===== src/rtl/motor_pkg.sv =====
// ============================================================================
// motor_pkg : opcodes, state encoding and count type shared by the step generator
// Revision  : 1.0
// ============================================================================
`default_nettype none

package motor_pkg;

   localparam logic [1:0] OP_NOP   = 2'b00;
   localparam logic [1:0] OP_START = 2'b01;
   localparam logic [1:0] OP_STOP  = 2'b10;
   localparam logic [1:0] OP_ABORT = 2'b11;

   typedef enum logic [1:0] {
      ST_IDLE  = 2'd0,
      ST_SETUP = 2'd1,
      ST_HIGH  = 2'd2,
      ST_LOW   = 2'd3
   } state_t;

   typedef logic [15:0] count_t;

   function automatic logic start_legal(input count_t steps,
                                        input count_t period,
                                        input count_t min_period);
      return (steps != '0) && (period >= min_period);
   endfunction

endpackage

`default_nettype wire


===== src/rtl/sync_toggle.sv =====
// ============================================================================
// sync_toggle : multi-flop synchronizer for a toggle-encoded event, plus edge
//               detect producing a registered one-cycle pulse per level change
// Revision    : 1.0
// ============================================================================
`default_nettype none

module sync_toggle #(
   parameter int SYNC_STAGES = 2
) (
   input  logic clk,
   input  logic rst,
   input  logic i_tgl,
   output logic o_evt
);

   logic [SYNC_STAGES-1:0] sync_q, sync_d;
   logic                   last_q, last_d;
   logic                   evt_q,  evt_d;

   always_comb begin
      sync_d = {sync_q[SYNC_STAGES-2:0], i_tgl};
      last_d = sync_q[SYNC_STAGES-1];
      evt_d  = sync_q[SYNC_STAGES-1] ^ last_q;
   end

   always_ff @(posedge clk or posedge rst) begin
      if (rst) begin
         sync_q <= '0;
         last_q <= 1'b0;
         evt_q  <= 1'b0;
      end else begin
         sync_q <= sync_d;
         last_q <= last_d;
         evt_q  <= evt_d;
      end
   end

   assign o_evt = evt_q;

endmodule

`default_nettype wire


===== src/rtl/motor_step_gen.sv =====
// ============================================================================
// motor_step_gen : STEP/DIR pulse generator fed by toggle-handshaked commands
// Revision       : 1.0
// ============================================================================
`default_nettype none

module motor_step_gen
   import motor_pkg::*;
#(
   parameter int SYNC_STAGES = 2,
   parameter int PULSE_W     = 50,
   parameter int DIR_SETUP   = 10,
   parameter int MIN_PERIOD  = 100
) (
   input  logic        CLK,
   input  logic        RST,
   input  logic        CMD_TGL,
   input  logic [1:0]  CMD_OP,
   input  logic        CMD_DIR,
   input  logic [15:0] CMD_STEPS,
   input  logic [15:0] CMD_PERIOD,
   output logic        STEP,
   output logic        DIR,
   output logic        BUSY,
   output logic        DONE,
   output logic        ERR,
   output logic [15:0] POS
);

   localparam count_t C_PULSE_LOAD = count_t'(PULSE_W - 1);
   localparam count_t C_SETUP_LOAD = count_t'(DIR_SETUP - 1);
   localparam count_t C_LOW_BIAS   = count_t'(PULSE_W + 1);
   localparam count_t C_MIN_PERIOD = count_t'(MIN_PERIOD);

   logic cmd_evt;

   sync_toggle #(
      .SYNC_STAGES(SYNC_STAGES)
   ) u_sync (
      .clk  (CLK),
      .rst  (RST),
      .i_tgl(CMD_TGL),
      .o_evt(cmd_evt)
   );

   state_t state_q, state_d;
   count_t cnt_q,    cnt_d;
   count_t pos_q,    pos_d;
   count_t steps_q,  steps_d;
   count_t period_q, period_d;
   logic   step_q,   step_d;
   logic   dir_q,    dir_d;
   logic   busy_q,   busy_d;
   logic   done_q,   done_d;
   logic   err_q,    err_d;
   logic   stop_q,   stop_d;

   logic is_start, is_stop, is_abort;

   always_comb begin
      is_start = cmd_evt && (CMD_OP == OP_START);
      is_stop  = cmd_evt && (CMD_OP == OP_STOP);
      is_abort = cmd_evt && (CMD_OP == OP_ABORT);

      state_d  = state_q;
      cnt_d    = cnt_q;
      pos_d    = pos_q;
      steps_d  = steps_q;
      period_d = period_q;
      step_d   = step_q;
      dir_d    = dir_q;
      busy_d   = busy_q;
      done_d   = done_q;
      err_d    = err_q;
      stop_d   = stop_q;

      case (state_q)
         ST_IDLE: begin
            if (is_start) begin
               if (start_legal(CMD_STEPS, CMD_PERIOD, C_MIN_PERIOD)) begin
                  steps_d  = CMD_STEPS;
                  period_d = CMD_PERIOD;
                  dir_d    = CMD_DIR;
                  pos_d    = '0;
                  done_d   = 1'b0;
                  err_d    = 1'b0;
                  busy_d   = 1'b1;
                  stop_d   = 1'b0;
                  cnt_d    = C_SETUP_LOAD;
                  state_d  = ST_SETUP;
               end else begin
                  err_d = 1'b1;
               end
            end
         end

         ST_SETUP: begin
            if (is_abort || is_stop) begin
               state_d = ST_IDLE;
               busy_d  = 1'b0;
            end else if (cnt_q == '0) begin
               state_d = ST_HIGH;
               step_d  = 1'b1;
               pos_d   = pos_q + 16'd1;
               cnt_d   = C_PULSE_LOAD;
            end else begin
               cnt_d = cnt_q - 16'd1;
            end
         end

         ST_HIGH: begin
            // A STOP here only takes effect once the full high time has elapsed.
            if (is_abort) begin
               state_d = ST_IDLE;
               busy_d  = 1'b0;
               step_d  = 1'b0;
            end else if (cnt_q == '0) begin
               step_d = 1'b0;
               if (stop_q || is_stop) begin
                  state_d = ST_IDLE;
                  busy_d  = 1'b0;
               end else begin
                  state_d = ST_LOW;
                  cnt_d   = period_q - C_LOW_BIAS;
               end
            end else begin
               cnt_d = cnt_q - 16'd1;
               if (is_stop) begin
                  stop_d = 1'b1;
               end
            end
         end

         ST_LOW: begin
            if (is_abort || is_stop) begin
               state_d = ST_IDLE;
               busy_d  = 1'b0;
            end else if (cnt_q == '0) begin
               if (pos_q == steps_q) begin
                  state_d = ST_IDLE;
                  busy_d  = 1'b0;
                  done_d  = 1'b1;
               end else begin
                  state_d = ST_HIGH;
                  step_d  = 1'b1;
                  pos_d   = pos_q + 16'd1;
                  cnt_d   = C_PULSE_LOAD;
               end
            end else begin
               cnt_d = cnt_q - 16'd1;
            end
         end

         default: begin
            state_d = ST_IDLE;
            busy_d  = 1'b0;
            step_d  = 1'b0;
         end
      endcase

      if (is_start && (state_q != ST_IDLE)) begin
         err_d = 1'b1;
      end

      if (state_d == ST_IDLE) begin
         stop_d = 1'b0;
      end
   end

   always_ff @(posedge CLK or posedge RST) begin
      if (RST) begin
         state_q  <= ST_IDLE;
         cnt_q    <= '0;
         pos_q    <= '0;
         steps_q  <= '0;
         period_q <= '0;
         step_q   <= 1'b0;
         dir_q    <= 1'b0;
         busy_q   <= 1'b0;
         done_q   <= 1'b0;
         err_q    <= 1'b0;
         stop_q   <= 1'b0;
      end else begin
         state_q  <= state_d;
         cnt_q    <= cnt_d;
         pos_q    <= pos_d;
         steps_q  <= steps_d;
         period_q <= period_d;
         step_q   <= step_d;
         dir_q    <= dir_d;
         busy_q   <= busy_d;
         done_q   <= done_d;
         err_q    <= err_d;
         stop_q   <= stop_d;
      end
   end

   assign STEP = step_q;
   assign DIR  = dir_q;
   assign BUSY = busy_q;
   assign DONE = done_q;
   assign ERR  = err_q;
   assign POS  = pos_q;

endmodule

`default_nettype wire

===== config.mk =====
export PLATFORM = sky130hd
export DESIGN_NAME = motor_step_gen
export DESIGN_NICKNAME = d
export VERILOG_FILES = /design/src/rtl/motor_pkg.sv /design/src/rtl/sync_toggle.sv /design/src/rtl/motor_step_gen.sv
export SDC_FILE = /design/constraint.sdc
export NUM_CORES = 1
export LEC_CHECK = 0
export BUFFER_PORTS_ARGS = -buffer_cell sky130_fd_sc_hd__buf_2
export CAP_MARGIN = 20
export CORE_UTILIZATION = 30
export CTS_CLUSTER_SIZE = 28
export DETAILED_ROUTE_END_ITERATION = 8
export PLACE_DENSITY = 0.48
export SYNTH_ARGS = -nofsm -noshare
export SYNTH_HDL_FRONTEND = slang
export SYNTH_SLANG_ARGS = --single-unit

===== constraint.sdc =====
create_clock -name CLK -period 8.1 [get_ports CLK]
set_input_delay 2.025 -clock CLK [delete_from_list [all_inputs] [get_ports CLK]]
set_output_delay 2.025 -clock CLK [all_outputs]
set_load 0.01 [all_outputs]

==> flow_metrics.py <==
metrics = {
    "cells_and_area": {
        "filler_cells": 1473,
        "final_nets": 588,
        "antennaDiodeCount": 0,
        "area_growth_pct": 16.4,
        "drive_above_1_share": 0.188,
    },
    "clock_network": {
        "cts.path.max_buffers": 2,
        "cts.sink_count": 76,
        "cts-resized-gates": 0,
        "cts_made_buffers": 9,
        "cts.hold.buffers_added": 0,
        "path_clk_slew_ps": 60,
        "cts.root.buffer_cell": "sky130_fd_sc_hd__clkbuf_16",
        "tritoncts": "yes",
        "clock_insertion_delay_worst_skew_ps": 340,
        "ctsHtreeMaxLevel": 3,
        "cts_post_setup_buffers_inserted": 0,
    },
    "pwr": {
        "netSwitchingFraction": 0.430,
        "power.combinational.fraction": 0.409,
        "switchingPower_mw": 0.764,
        "leakagePower_nw": 2.29,
        "power.sequential.fraction": 0.381,
        "finalPower_mw": 1.78,
        "power_report.internal_total_mw": 1.01,
        "clk_network_pwr_share": 0.210,
        "worst_ir_drop_vdd_mv": 0.109,
        "pwr_density_cell_nw_per_um2": 352,
    },
    "global_routing": {
        "largest_net_degree_at_the_start_of_global_routing": 77,
        "first_global_vias": 3677,
        "grt.overflow.total": 0,
        "grt_first_pass_wirelength_mm": 20.3,
        "gr-usage-all-layers": 0.179,
        "initial_antenna_violation_count": 0,
    },
    "job": {
        "max_cap_viol_count": 0,
    },
    "sta": {
        "max_slew_margin": 0.356,
        "final_min_period_over_clock_period": 0.568,
        "layout_min_cycle_time_ps": 4600,
        "max_clock_freq_ghz": 0.217,
        "tightestPinTransition_ps": 966,
        "worst_clock_skew_ps": 7.16,
        "finalHoldViolations": 0,
        "fin_setup_tns_ps": 0,
        "grt_setup_unrepaired": "false",
        "setup_failing_eps_final": 0,
        "slew_viol_final": 0,
    },
    "worst_setup_path": {
        "regToRegStartpoint": "state_q[1]",
        "setup.worst_path.end": "POS[7]",
        "crit_fanout": 51,
        "endpoint_kind": "register",
        "reg2regPathDepth": 6,
        "r2r_end": "POS[7]",
        "timing.critical_path.cells": "buf_2 > nor4_1 > nand4_1 > and4_2 > o2bb2ai_2 > buf_8 > or4_1 > a21oi_1",
        "crit_path_start_kind": "input pin",
        "register_to_register_path_setup_slack_ps": 4270,
        "worstPathArrival_ps": 4770,
        "worst-path-buf-inv": 2,
        "cp.depth": 8,
        "critical_path_class": "input pin to register",
        "cp_data_required_time_ps": 8270,
        "cp_slowest_stage_delay_ps": 730,
        "cp-startpoint": "CMD_STEPS[0]",
        "critical_path.slowest_cell": "sky130_fd_sc_hd__nor4_1",
        "critical-path-top-delay-family": "simple AND/OR/NAND/NOR gates",
    },
    "drt": {
        "drtIter0Drc": 179,
        "detail_route.wl_per_cell_microns": 17.2,
        "drt_pre_antenna_iters": 4,
        "detail-route-antenna-nets": 0,
        "final_routed_wirelength_mm": 12.6,
        "routed_via_density": 5.30,
        "drt_drc_violations_left": 0,
        "count_of_vias_placed_by_the_detailed_router": 3882,
    },
    "synthesis": {
        "synth-seq-cells": 76,
        "synthArstFlopShare": 1.00,
        "synth_cell_type_count": 72,
        "synth_nets": 542,
        "cell_area_after_technology_mapping_sq_um": 4350,
        "synthesis.instances": 501,
        "seq_area_frac_synth": 0.438,
        "yosys_warnings": 0,
        "synth_enable_flop_cells": 0,
        "synthFlopType": "sky130_fd_sc_hd__dfrtp_1",
        "syn_avg_cell_area_sq_um": 8.67,
    },
    "die": {
        "io_pins": 59,
        "die-area_sq_um": 15000,
        "die_height_microns": 122,
        "floorplan.rows": 43,
        "initial_utilization": 0.311,
        "die_w_microns": 122,
        "core_region_area_sq_um": 14000,
    },
    "worst_hold_path": {
        "hp-class": "register to register",
        "worstHoldStart": "u_sync.sync_q[0]",
        "hold_path_depth": 0,
    },
    "placed_design": {
        "place.port_buffers": 58,
        "gp_congestion": 0.817,
        "dp_hpwl_mm": 8.76,
    },
    "status": {
        "run_status": "completed",
    },
}
cells in the final DEF, fill, tap and decap left out, types with 3 or more instances in the layout:
| master | netlist | routed |
|---|---|---|
| sky130_fd_sc_hd__nand2_1 | 125 | 125 |
| sky130_fd_sc_hd__dfrtp_1 | 76 | 76 |
| sky130_fd_sc_hd__buf_2 | 4 | 58 |
| sky130_fd_sc_hd__nor2_1 | 30 | 30 |
| sky130_fd_sc_hd__xnor2_1 | 23 | 23 |
| sky130_fd_sc_hd__a21oi_1 | 23 | 23 |
| sky130_fd_sc_hd__o21ai_0 | 20 | 20 |
| sky130_fd_sc_hd__nor3_1 | 15 | 15 |
| sky130_fd_sc_hd__o31ai_1 | 14 | 14 |
| sky130_fd_sc_hd__nand4_1 | 11 | 11 |
| sky130_fd_sc_hd__nand3_1 | 11 | 11 |
| sky130_fd_sc_hd__or3_1 | 11 | 11 |
| sky130_fd_sc_hd__o21ai_1 | 10 | 10 |
| sky130_fd_sc_hd__nor4_1 | 9 | 9 |
| sky130_fd_sc_hd__clkbuf_16 | 0 | 9 |
| sky130_fd_sc_hd__inv_1 | 8 | 7 |
| sky130_fd_sc_hd__and3_1 | 7 | 7 |
| sky130_fd_sc_hd__or4_1 | 6 | 6 |
| sky130_fd_sc_hd__clkinv_2 | 0 | 5 |
| sky130_fd_sc_hd__or2_2 | 4 | 4 |
| sky130_fd_sc_hd__xor2_1 | 4 | 4 |
| sky130_fd_sc_hd__a31oi_1 | 4 | 4 |
| sky130_fd_sc_hd__o211ai_1 | 4 | 4 |
| sky130_fd_sc_hd__mux2i_1 | 3 | 3 |
| sky130_fd_sc_hd__and2_1 | 3 | 3 |
| sky130_fd_sc_hd__ha_1 | 3 | 3 |
cell usage after synthesis, drive strengths merged, types with 2 or more instances:
master / number / area share
inv: 8 / 0.0069
xor2: 4 / 0.0081
dfrtp: 76 / 0.44
nor2: 30 / 0.026
and4: 4 / 0.0084
a21oi: 23 / 0.026
nand2: 125 / 0.11
xnor2: 23 / 0.046
nor4: 12 / 0.024
and2: 3 / 0.0043
o31ai: 15 / 0.029
nor3: 17 / 0.022
o2bb2ai: 2 / 0.0055
or4: 7 / 0.013
a21o: 2 / 0.0035
ha: 3 / 0.0086
nor3b: 3 / 0.0063
o311a: 2 / 0.0049
nand3: 11 / 0.013
mux2i: 3 / 0.0069
or3: 12 / 0.018
a31oi: 4 / 0.0058
buf: 7 / 0.0098
o211ai: 4 / 0.0069
or2: 4 / 0.0058
a211o: 2 / 0.0043
nand4: 13 / 0.022
and3: 8 / 0.012
o21ai: 30 / 0.035
o22ai: 2 / 0.0029
clkbuf: 19 / 0.019
layer usage:
metal  GRT usage  vias up  part of all wire  wire (microns)
met1       0.268     1904              0.50            6310
met3      0.0279       12             0.039             492
met4      0.0655        0             0.013             167
met5           0        -                 0               0
met2       0.257       84              0.45            5650
li1            -     1882                 -               -
per-stage QoR:
step           instance area (sq um)  worst slack, ps  hold slack [ps]  std cells   util
2_1_floorplan                   4350             4140              331        501      -
3_3_place_gp                    4750             2890              337        714  0.339
3_5_place_dp                    4750             2930              339        714  0.339
4_1_cts                         5020             3290              353        730  0.359
5_1_grt                         5060             3380              356        732  0.362
6_report                        5060             3500              349        732  0.362
flip-flops by register name, summed over array words and instances, names as in the netlist, 2 cells and up:
name	flops
POS	16
cnt_q	16
period_q	16
steps_q	16
state_q	2
u_sync.sync_q	2
cells by family after synthesis:
logic type | count (synthesis) | synth area share
flops | 76 | 0.438
fa+ha+maj | 3 | 0.00864
simple gates | 254 | 0.294
mux | 4 | 0.00950
xor+xnor | 27 | 0.0544
buf+inv | 35 | 0.0374
compound gates | 102 | 0.158
power by group through the flow:
stage               registers, mW  clock network (mW)  logic, mW
finish                      0.678               0.374      0.726
floorplan                   0.619                   0      0.584
global placement            0.680                   0      0.711
CTS                         0.676               0.383      0.721
global route                0.700               0.398      0.817
detailed placement          0.680                   0      0.718
how the worst min path moves through the flow:
stage                     slack [ps]                to
final                            350  u_sync.sync_q[1]
after global routing             360  u_sync.sync_q[1]
after CTS                        350  u_sync.sync_q[1]
after detailed placement         340  u_sync.sync_q[1]
after global placement           340  u_sync.sync_q[1]
after floorplan                  330  u_sync.sync_q[1]
cell type report:
type / instances / area [sq um] / share of cell area
clock inverters: 5 / 27.5 / 0.00544
repair buffers: 62 / 348 / 0.0688
flip-flops and latches: 76 / 1900 / 0.376
well taps: 180 / 225 / 0.0445
clock buffers: 11 / 243 / 0.0480
multi-input cells: 390 / 2280 / 0.451
inverters: 8 / 31.3 / 0.00618
No activity file was read; power rests on OpenSTA's default activity.
